### src/rtl/mem_max_scanner_if.sv
// Memory port between the scanner (master) and the AW x DW data memory (slave).
// Read data is combinational from mem_adr; writes land on the next rising clk.
interface mem_max_scanner_if #(
  parameter int AW = 10,
  parameter int DW = 16
);
  logic [AW-1:0] mem_adr;
  logic [DW-1:0] mem_wdata;
  logic          mem_wen;
  logic [DW-1:0] mem_rdata;

  modport master (output mem_adr, mem_wdata, mem_wen, input mem_rdata);
  modport slave  (input mem_adr, mem_wdata, mem_wen, output mem_rdata);
endinterface

### src/rtl/mem_max_scanner.sv
// Sequentially scans count words from base, tracking the unsigned maximum and its first offset.
// Define MAX_WRITEBACK_EN to write the maximum back to word base+count after each non-empty scan.
module mem_max_scanner #(
  parameter int AW = 10,
  parameter int DW = 16
) (
  input  logic                     clk,
  input  logic                     rst_n,
  input  logic                     start,
  input  logic [AW-1:0]            base,
  input  logic [AW:0]              count,
  mem_max_scanner_if.master        mem,
  output logic                     busy,
  output logic                     done,
  output logic [DW-1:0]            max_val,
  output logic [AW-1:0]            max_idx
);

  typedef enum logic [1:0] {IDLE, SCAN, WB, DONE} state_t;

  state_t        state;
  logic [AW-1:0] base_q;
  logic [AW:0]   count_q;
  logic [AW:0]   i;
  logic [AW:0]   i_nxt;
  logic [AW-1:0] adr_q;
  logic          last;

  assign i_nxt = i + (AW+1)'(1);
  assign last  = (i == count_q - (AW+1)'(1));

  assign mem.mem_adr   = adr_q;
  assign mem.mem_wdata = max_val;

`ifdef MAX_WRITEBACK_EN
  logic wen_q;
  assign mem.mem_wen = wen_q;
`else
  assign mem.mem_wen = 1'b0;
`endif

  // NOTE: every register here is assigned with <= so all updates within one edge
  // see the pre-edge values; blocking assignments would make order matter.
  always_ff @(posedge clk or negedge rst_n) begin
    if (!rst_n) begin
      state   <= IDLE;
      base_q  <= '0;
      count_q <= '0;
      i       <= '0;
      adr_q   <= '0;
      busy    <= 1'b0;
      done    <= 1'b0;
      max_val <= '0;
      max_idx <= '0;
`ifdef MAX_WRITEBACK_EN
      wen_q   <= 1'b0;
`endif
    end else begin
      done <= 1'b0;
`ifdef MAX_WRITEBACK_EN
      wen_q <= 1'b0;
`endif
      case (state)
        IDLE: begin
          if (start) begin
            base_q  <= base;
            count_q <= count;
            i       <= '0;
            adr_q   <= base;
            max_val <= '0;
            max_idx <= '0;
            if (count == '0) begin
              state <= DONE;
              done  <= 1'b1;
            end else begin
              state <= SCAN;
              busy  <= 1'b1;
            end
          end
        end

        SCAN: begin
          // Strict compare keeps the earliest offset on ties.
          if (i == '0 || mem.mem_rdata > max_val) begin
            max_val <= mem.mem_rdata;
            max_idx <= i[AW-1:0];
          end
          i <= i_nxt;
          if (last) begin
`ifdef MAX_WRITEBACK_EN
            state <= WB;
            adr_q <= base_q + count_q[AW-1:0];
            wen_q <= 1'b1;
`else
            state <= DONE;
            busy  <= 1'b0;
            done  <= 1'b1;
`endif
          end else begin
            adr_q <= base_q + i_nxt[AW-1:0];
          end
        end

`ifdef MAX_WRITEBACK_EN
        WB: begin
          state <= DONE;
          busy  <= 1'b0;
          done  <= 1'b1;
        end
`endif

        DONE:    state <= IDLE;
        default: state <= IDLE;
      endcase
    end
  end

endmodule
### src/flat_wrapper.sv
// flat-port wrapper written by rule: the top's interface ports become plain ports
module mem_max_scanner_flat 
#(
  parameter int AW = 10,
  parameter int DW = 16
)
  (clk, rst_n, start, base, count, busy, done, max_val, max_idx, mem_mem_adr, mem_mem_wdata, mem_mem_wen, mem_mem_rdata);
  mem_max_scanner_if #(.AW(AW), .DW(DW)) mem_i ();
  input  logic clk;
  input  logic rst_n;
  input  logic start;
  input  logic [AW-1:0] base;
  input  logic [AW:0] count;
  output logic busy;
  output logic done;
  output logic [DW-1:0] max_val;
  output logic [AW-1:0] max_idx;
  output wire logic [$bits(mem_i.mem_adr)-1:0] mem_mem_adr;
  output wire logic [$bits(mem_i.mem_wdata)-1:0] mem_mem_wdata;
  output wire logic [$bits(mem_i.mem_wen)-1:0] mem_mem_wen;
  input wire logic [$bits(mem_i.mem_rdata)-1:0] mem_mem_rdata;
  assign mem_mem_adr = mem_i.mem_adr;
  assign mem_mem_wdata = mem_i.mem_wdata;
  assign mem_mem_wen = mem_i.mem_wen;
  assign mem_i.mem_rdata = mem_mem_rdata;
  mem_max_scanner #(.AW(AW), .DW(DW)) u_core (.clk(clk), .rst_n(rst_n), .start(start), .base(base), .count(count), .mem(mem_i), .busy(busy), .done(done), .max_val(max_val), .max_idx(max_idx));
endmodule
### config.mk
export PLATFORM = sky130hd
export DESIGN_NAME = mem_max_scanner_flat
export DESIGN_NICKNAME = d
export VERILOG_FILES = /design/src/rtl/mem_max_scanner_if.sv /design/src/rtl/mem_max_scanner.sv /design/src/flat_wrapper.sv
export SDC_FILE = /design/constraint.sdc
export NUM_CORES = 1
export LEC_CHECK = 0
export CAP_MARGIN = 5
export CORE_MARGIN = 5
export CORE_UTILIZATION = 35
export DETAILED_ROUTE_END_ITERATION = 12
export RECOVER_POWER = 25
export REMOVE_ABC_BUFFERS = 1
export SLEW_MARGIN = 30
export SYNTH_ARGS = -nofsm -noshare
export SYNTH_HDL_FRONTEND = slang
export SYNTH_SLANG_ARGS = --single-unit
export TNS_END_PERCENT = 10
### constraint.sdc
create_clock -name clk -period 3.1 [get_ports clk]
set_input_delay 0.93 -clock clk [delete_from_list [all_inputs] [get_ports clk]]
set_output_delay 0.93 -clock clk [all_outputs]
set_load 0.005 [all_outputs]
==> results.py, run 1 <==
metrics = {
    "grt": {
        "grt_overflow_total": 0,
        "vias_in_the_first_global_route": 3576,
        "antenna_found_initial": 0,
        "grt_use_total_pct": 15.2,
        "pin_count_of_the_biggest_net_entering_global_routing": 45,
        "grt_pass1_wl_um": 17600,
    },
    "cells_and_area": {
        "areaGrowthSynthToFinish_pct": 33.4,
        "num_antenna_cells": 0,
        "drive_gt1_share_pct": 12.0,
        "mostFrequentLayoutCells": "sky130_fd_sc_hd__clkdlybuf4s50_1, sky130_fd_sc_hd__nand2_1, sky130_fd_sc_hd__dfrtp_1",
        "final_design_area_no_fill_mm2": 0.00570,
        "final_common_cell": "sky130_fd_sc_hd__clkdlybuf4s50_1",
        "nets": 618,
        "final_cell_count_no_fill": 698,
    },
    "place": {
        "placement.io_buffers": 93,
        "post_dp_cell_area_mm2": 0.00541,
        "place_congestion": 0.809,
        "dpl.cell_count": 685,
        "dpl.hpwl_um": 8060,
    },
    "synthesis": {
        "async_reset_ff_share_pct": 100,
        "primary_flip_flop_cell_chosen_by_synthesis_mapping": "sky130_fd_sc_hd__dfrtp_1",
        "synthTopCellsByArea": "sky130_fd_sc_hd__dfrtp_1, sky130_fd_sc_hd__ha_1, sky130_fd_sc_hd__nand2_1",
        "yosysTopAreaCell": "sky130_fd_sc_hd__dfrtp_1",
        "count_of_flip_flops_with_a_built_in_enable_after_synthesis": 0,
        "synth_top_cell_area_share_pct": 42.1,
        "ys_seq_elements": 72,
        "syn_area_per_cell_um2": 9.33,
        "syn-cell-area_mm2": 0.00428,
        "yosys.cell_types.count": 54,
        "synthCells": 458,
        "synth-seq-area-share_pct": 42.1,
        "synth_warnings": 0,
    },
    "clock_network": {
        "cts_tree": "built",
        "clockRootBuffer": "sky130_fd_sc_hd__clkbuf_16",
        "tritoncts_num_sinks": 72,
        "cts_htree_levels": 3,
        "cts_post_setup_buffers_inserted": 0,
        "post_cts_hold_fix_bufs": 0,
        "cts_made_buffers": 9,
        "register_clock_pin_slew_on_the_reported_worst_setup_and_hold_paths_ns": 0.05,
        "worstSkewPairLatency_ns": 0.33,
        "max-clock-path-buffers": 2,
    },
    "pwr": {
        "vdd_ir_drop_max_v": 0.000522,
        "switching_share_pct": 37.1,
        "cellPowerDensity_mw_per_mm2": 1070,
        "intPower_w": 0.00385,
        "pwr-share-seq_pct": 28.3,
        "total_switching_power_w": 0.00227,
        "leakagePower_nw": 2.59,
        "comb_power_share_pct": 56.3,
        "clockPowerShare_pct": 15.4,
    },
    "route": {
        "drt_drc_violations_left": 0,
        "num_vias": 3524,
        "route.detailed.wl_per_inst_um": 15.6,
        "detail_route.iter0.violations": 184,
        "wl_um": 10900,
        "ant_nets": 0,
        "dr.pass1.iters": 4,
        "viasPerCell": 5.05,
    },
    "setup_path": {
        "path_delay_family": "compound AO/OA/AOI/OAI gates",
        "cp.buffers_inverters": 3,
        "timing.critical_path.slowest_stage_cell": "sky130_fd_sc_hd__clkdlybuf4s50_1",
        "critPathLaunchType": "input pin",
        "cp_max_fo": 21,
        "data_arrival_time_at_the_worst_slack_endpoint_ns": 3.22,
        "crit_required_ns": 3.31,
        "setup.worst_path.class": "in2reg",
        "cp_cell_sequence": "clkdlybuf4s50_1, ha_1, nand4_1, or2_4, a211oi_2, nor4b_2, buf_4, a211o_1, buf_12, a22o_1",
        "critPathMaxStageDelay_ns": 0.44,
        "timing.critical_path.to_type": "flop",
    },
    "sta": {
        "report.final.setup_viol": 0,
        "slew_headroom_pct": -5.69,
        "finalHoldViolations": 0,
        "max_slew.worst_pin.slew_ns": 1.59,
        "share_of_the_clock_period_used_by_the_worst_path_pct": 96.9,
        "slew_viol_final": 30,
        "grt_setup_unrepaired": "false",
        "timing.final.crit_period_ns": 3.00,
        "maximum_frequency_from_static_timing_analysis_mhz": 333,
        "final.setup_skew_ns": 0.00530,
    },
    "run": {
        "cap_violations": 1,
    },
    "floorplanning": {
        "i_o_pin_count": 95,
        "initial_utilization_pct": 35.6,
        "core_mm2": 0.0120,
        "design.die.area_mm2": 0.0145,
        "die_height_um": 121,
        "floorplan.die.width_um": 121,
        "placement_row_count": 40,
    },
    "status": {
        "status": "finished with violations",
        "violations": "max-capacitance violations, max-slew violations",
    },
    "min_path": {
        "hold_class": "reg2reg",
    },
}
[final cells by class]
class / instances / area, um2
Fill cell: 1165 / 6310
Multi-Input combinational cell: 321 / 2200
Sequential cell: 72 / 1800
Timing Repair Buffer: 121 / 1160
Clock buffer: 12 / 256
Tap cell: 147 / 184
Inverter: 24 / 90.1
Clock inverter: 1 / 5.00
[synth_stat cells (5+ instances only)]
| library cell | number |
|---|---|
| sky130_fd_sc_hd__ha_1 | 28 |
| sky130_fd_sc_hd__inv_1 | 24 |
| sky130_fd_sc_hd__nor3_1 | 10 |
| sky130_fd_sc_hd__nand4_1 | 5 |
| sky130_fd_sc_hd__dfrtp_1 | 72 |
| sky130_fd_sc_hd__buf_4 | 17 |
| sky130_fd_sc_hd__nor2_1 | 15 |
| sky130_fd_sc_hd__a22o_1 | 26 |
| sky130_fd_sc_hd__mux2_2 | 9 |
| sky130_fd_sc_hd__nand3_1 | 12 |
| sky130_fd_sc_hd__xnor2_1 | 18 |
| sky130_fd_sc_hd__a21oi_1 | 8 |
| sky130_fd_sc_hd__nand2_1 | 89 |
| sky130_fd_sc_hd__xor2_1 | 12 |
| sky130_fd_sc_hd__clkbuf_1 | 18 |
| sky130_fd_sc_hd__o21ai_0 | 29 |
[path summary, 6_finish.rpt]
path                            slack [ns]  depth (start not counted)               endpoint              start
worst max-delay path                   0.1                         10     u_core.max_val[13]  mem_mem_rdata[10]
worst max register to register        0.22                         10  u_core.mem.mem_adr[8]        u_core.i[0]
max in group asynchronous             0.59                          2       u_core.base_q[9]              rst_n
min in group asynchronous             0.99                          1      u_core.max_val[8]              rst_n
worst min-delay path                  0.48                          2       u_core.base_q[6]   u_core.base_q[6]
worst min register to register        0.48                          2       u_core.base_q[6]   u_core.base_q[6]
[per-layer routing]
metal	part of all wire (%)	vias to the layer above	global-route usage, %
met2	49	88	25.5
met5	0	-	0
met1	45	1683	19.1
li1	-	1746	-
met4	1.0	0	4.89
met3	5.1	7	3.79
[power by group through the flow]
stage	registers, W	clock network (W)	logic (W)
after CTS	0.00174	0.000971	0.00345
after detailed placement	0.00175	0	0.00343
after floorplan	0.00173	0	0.00192
final	0.00173	0.000942	0.00344
after global routing	0.00181	0.00101	0.00385
after global placement	0.00173	0	0.00336
[state kept, by name, indices dropped and copies added, names as in the netlist]
register            flops
u_core.count_q         11
u_core.max_val         16
u_core.i               11
u_core.busy             1
u_core.done             1
u_core.base_q          10
u_core.state            2
u_core.max_idx         10
u_core.mem.mem_adr     10
[what timing repair did]
item / CTS / global route
hold endpoints to repair: 0 / 0
resized for setup: 1 / 9
pin swaps: 0 / 4
setup endpoints to repair: 1 / 26
[logic make-up (layout without fill, tap and decap cells)]
kind of cell / after synthesis / after routing / share of synthesized area, %
xor gates and xnor gates: 30 / 30 / 6.15
adders and majority gates: 29 / 29 / 8.66
and+or+nand+nor: 154 / 154 / 16.4
DFF: 72 / 72 / 42.1
AOI/OAI and AO/OA: 97 / 97 / 16.4
other: 1 / 1 / 0.0877
buffers and inverters: 65 / 158 / 7.52
muxes: 10 / 10 / 2.63
[metrics by stage]
step | hold slack (ns) | total power [W] | setup slack (ns) | util (%) | setup TNS [ns]
3_5_place_dp | 0.475 | 0.00518 | -0.344 | 45.0 | -8.16
4_1_cts | 0.489 | 0.00617 | 0.00548 | 47.2 | 0
6_report | 0.481 | 0.00612 | 0.0966 | 47.5 | 0
2_1_floorplan | 0.450 | 0.00365 | -0.724 | - | -15.92
5_1_grt | 0.504 | 0.00667 | 0.00227 | 47.5 | 0
3_3_place_gp | 0.472 | 0.00509 | -0.266 | 45.0 | -6.58
[worst min-delay path: stages (launching register included)]
cell and delay (ns):
sky130_fd_sc_hd__dfrtp_1 0.34, sky130_fd_sc_hd__nand2_1 0.05, sky130_fd_sc_hd__nand2_1 0.06
Note: power is estimated with default switching activity, not from simulation.
==> inputs of run 2 (changes only) <==
- CTS_BUF_LIST: not set -> sky130_fd_sc_hd__clkbuf_4
==> results.py, run 2 (synthesis gave the netlist of run 1 again) <==
metrics = {
    "cells_and_area": {
        "drive_gt1_share_pct": 10.9,
        "fillerInstances": 1186,
        "nets": 618,
        "multiInputGateArea_mm2": 0.00216,
        "largest_register": "u_core.max_val",
        "top_regs": "u_core.max_val (16), u_core.count_q (11), u_core.i (11)",
        "areaGrowthSynthToFinish_pct": 28.5,
        "final_cell_count_no_fill": 698,
        "largest_reg_flops": 16,
        "area_taken_by_flip_flops_and_latches_mm2": 0.00180,
        "final_common_cell": "sky130_fd_sc_hd__clkdlybuf4s50_1",
        "mostFrequentLayoutCells": "sky130_fd_sc_hd__clkdlybuf4s50_1, sky130_fd_sc_hd__nand2_1, sky130_fd_sc_hd__dfrtp_1",
        "num_antenna_cells": 0,
    },
    "clock_network": {
        "worstSkewPairLatency_ns": 0.43,
        "max-clock-path-buffers": 2,
        "clockRootBuffer": "sky130_fd_sc_hd__clkbuf_4",
        "cts_made_buffers": 9,
        "tritoncts_num_sinks": 72,
        "cts_post_setup_buffers_inserted": 0,
        "cts_htree_levels": 3,
        "cts_tree": "built",
        "register_clock_pin_slew_on_the_reported_worst_setup_and_hold_paths_ns": 0.10,
    },
    "grt": {
        "antenna_found_initial": 0,
        "grt_pass1_wl_um": 17500,
        "grt_use_total_pct": 15.0,
        "vias_in_the_first_global_route": 3602,
        "pin_count_of_the_biggest_net_entering_global_routing": 45,
        "grt_overflow_total": 0,
    },
    "sta": {
        "share_of_the_clock_period_used_by_the_worst_path_pct": 98.4,
        "grt_setup_unrepaired": "false",
        "totalNegativeSetupSlack_ns": 0,
        "max_slew.worst_pin.slew_ns": 1.66,
        "timing.final.crit_period_ns": 3.05,
        "slew_viol_final": 29,
        "slew_headroom_pct": -10.7,
        "report.final.setup_viol": 0,
        "final.setup_skew_ns": 0.0176,
        "finalHoldViolations": 0,
        "maximum_frequency_from_static_timing_analysis_mhz": 328,
    },
    "pwr": {
        "leakagePower_nw": 2.49,
        "vdd_ir_drop_max_v": 0.000605,
        "cellPowerDensity_mw_per_mm2": 1020,
    },
    "route": {
        "route.detailed.wl_per_inst_um": 15.2,
        "detail_route.iter0.violations": 191,
        "viasPerCell": 5.06,
        "drt_drc_violations_left": 0,
        "num_vias": 3535,
        "dr.pass1.iters": 4,
        "wl_um": 10600,
        "ant_nets": 0,
    },
    "status": {
        "status": "finished with violations",
        "violations": "max-capacitance violations, max-slew violations",
    },
    "floorplanning": {
        "core_mm2": 0.0120,
        "placement_row_count": 40,
        "initial_utilization_pct": 35.6,
        "design.die.area_mm2": 0.0145,
        "floorplan.die.width_um": 121,
        "die_height_um": 121,
        "i_o_pin_count": 95,
    },
    "place": {
        "dpl.cell_count": 685,
        "placement.io_buffers": 93,
        "place_congestion": 0.809,
        "dpl.hpwl_um": 8060,
    },
    "min_path": {
        "hold_class": "reg2reg",
        "timing.hold.worst.start": "u_core.base_q[6]",
        "timing.hold.worst_endpoint": "u_core.base_q[6]",
        "worstHoldPathCells": 2,
    },
    "setup_path": {
        "reg2reg_slack_ns": 0.22,
        "timing.critical_path.slowest_stage_cell": "sky130_fd_sc_hd__clkdlybuf4s50_1",
        "path_delay_family": "compound AO/OA/AOI/OAI gates",
        "timing.critical_path.to_type": "flop",
        "critical_path_cell_count": 10,
        "cp_max_fo": 21,
        "worstReg2RegStart": "u_core.i[0]",
        "cp-startpoint": "mem_mem_rdata[13]",
        "critPathLaunchType": "input pin",
        "setup.worst_path.class": "in2reg",
        "crit_required_ns": 3.41,
        "critPathMaxStageDelay_ns": 0.45,
        "cp_cell_sequence": "clkdlybuf4s50_1, ha_1, nand4_1, or2_2, a211oi_1, nor4b_1, buf_4, a211o_1, buf_12, a22o_1",
        "worstRegToRegCells": 10,
        "worstReg2RegEnd": "u_core.mem.mem_adr[8]",
        "data_arrival_time_at_the_worst_slack_endpoint_ns": 3.36,
        "cp.buffers_inverters": 3,
    },
    "run": {
        "cap_violations": 1,
    },
}
[run 2: cell count changes in the layout (fill, tap and decap cells not counted), sizes merged]
cell / previous run / this run
clkinv: 1 / 3
dlymetal6s2s: 2 / 0
buf: 27 / 28
clkbuf: 14 / 11
clkdlybuf4s50: 90 / 92
[run 2: area by class of cell]
class	instances	area share, %
multi-input combinational	321	39.3
tap	147	3.35
inverter	24	1.64
clock buffer	10	1.37
clock inverter	3	0.228
sequential	72	32.8
timing repair buffer	121	21.3
[run 2: tightest hold or removal path, stage by stage, from the launching register on]
cell and delay, ns:
sky130_fd_sc_hd__dfrtp_1 0.36, sky130_fd_sc_hd__nand2_1 0.05, sky130_fd_sc_hd__nand2_1 0.06
[run 2: repair_timing]
| action | CTS | global route |
|---|---|---|
| hold buffers | 0 | 0 |
| resized for setup | 0 | 1 |
| setup endpoints to repair | 0 | 1 |
[run 2: stage by stage]
stage	total power, W	cell area, um2	util, %	worst slack, ns	hold slack (ns)
after global routing	0.00613	5490	45.7	0.00798	0.518
after global placement	0.00509	5410	45.0	-0.266	0.472
after detailed placement	0.00518	5410	45.0	-0.344	0.475
final	0.00560	5490	45.7	0.0509	0.491
after CTS	0.00568	5490	45.7	0.116	0.501
after floorplan	0.00365	4040	-	-0.724	0.450
[run 2: how the worst max path moves through the flow]
stage	to	slack (ns)
global placement	u_core.max_val[10]	-0.27
floorplan	u_core.max_idx[0]	-0.72
CTS	u_core.max_val[0]	0.12
global route	u_core.max_val[0]	0.008
detailed placement	u_core.max_val[13]	-0.34
finish	u_core.max_val[13]	0.05
[run 2: metal layers]
metal / share of wire [%] / global-route usage [%] / vias to the layer above
met2: 49 / 25.5 / 86
met5: 0 / 0 / -
li1: - / - / 1741
met4: 1.1 / 4.46 / 0
met1: 45 / 18.7 / 1699
met3: 5.0 / 3.79 / 9
[run 2: power breakdown]
| group | switching, W | total [W] | leakage, nW | internal, W |
|---|---|---|---|---|
| Combinational | 0.00151 | 0.00340 | 1.54 | 0.00190 |
| Sequential | 0.000371 | 0.00173 | 0.901 | 0.00135 |
| Clock | 0.000320 | 0.000474 | 0.0531 | 0.000155 |
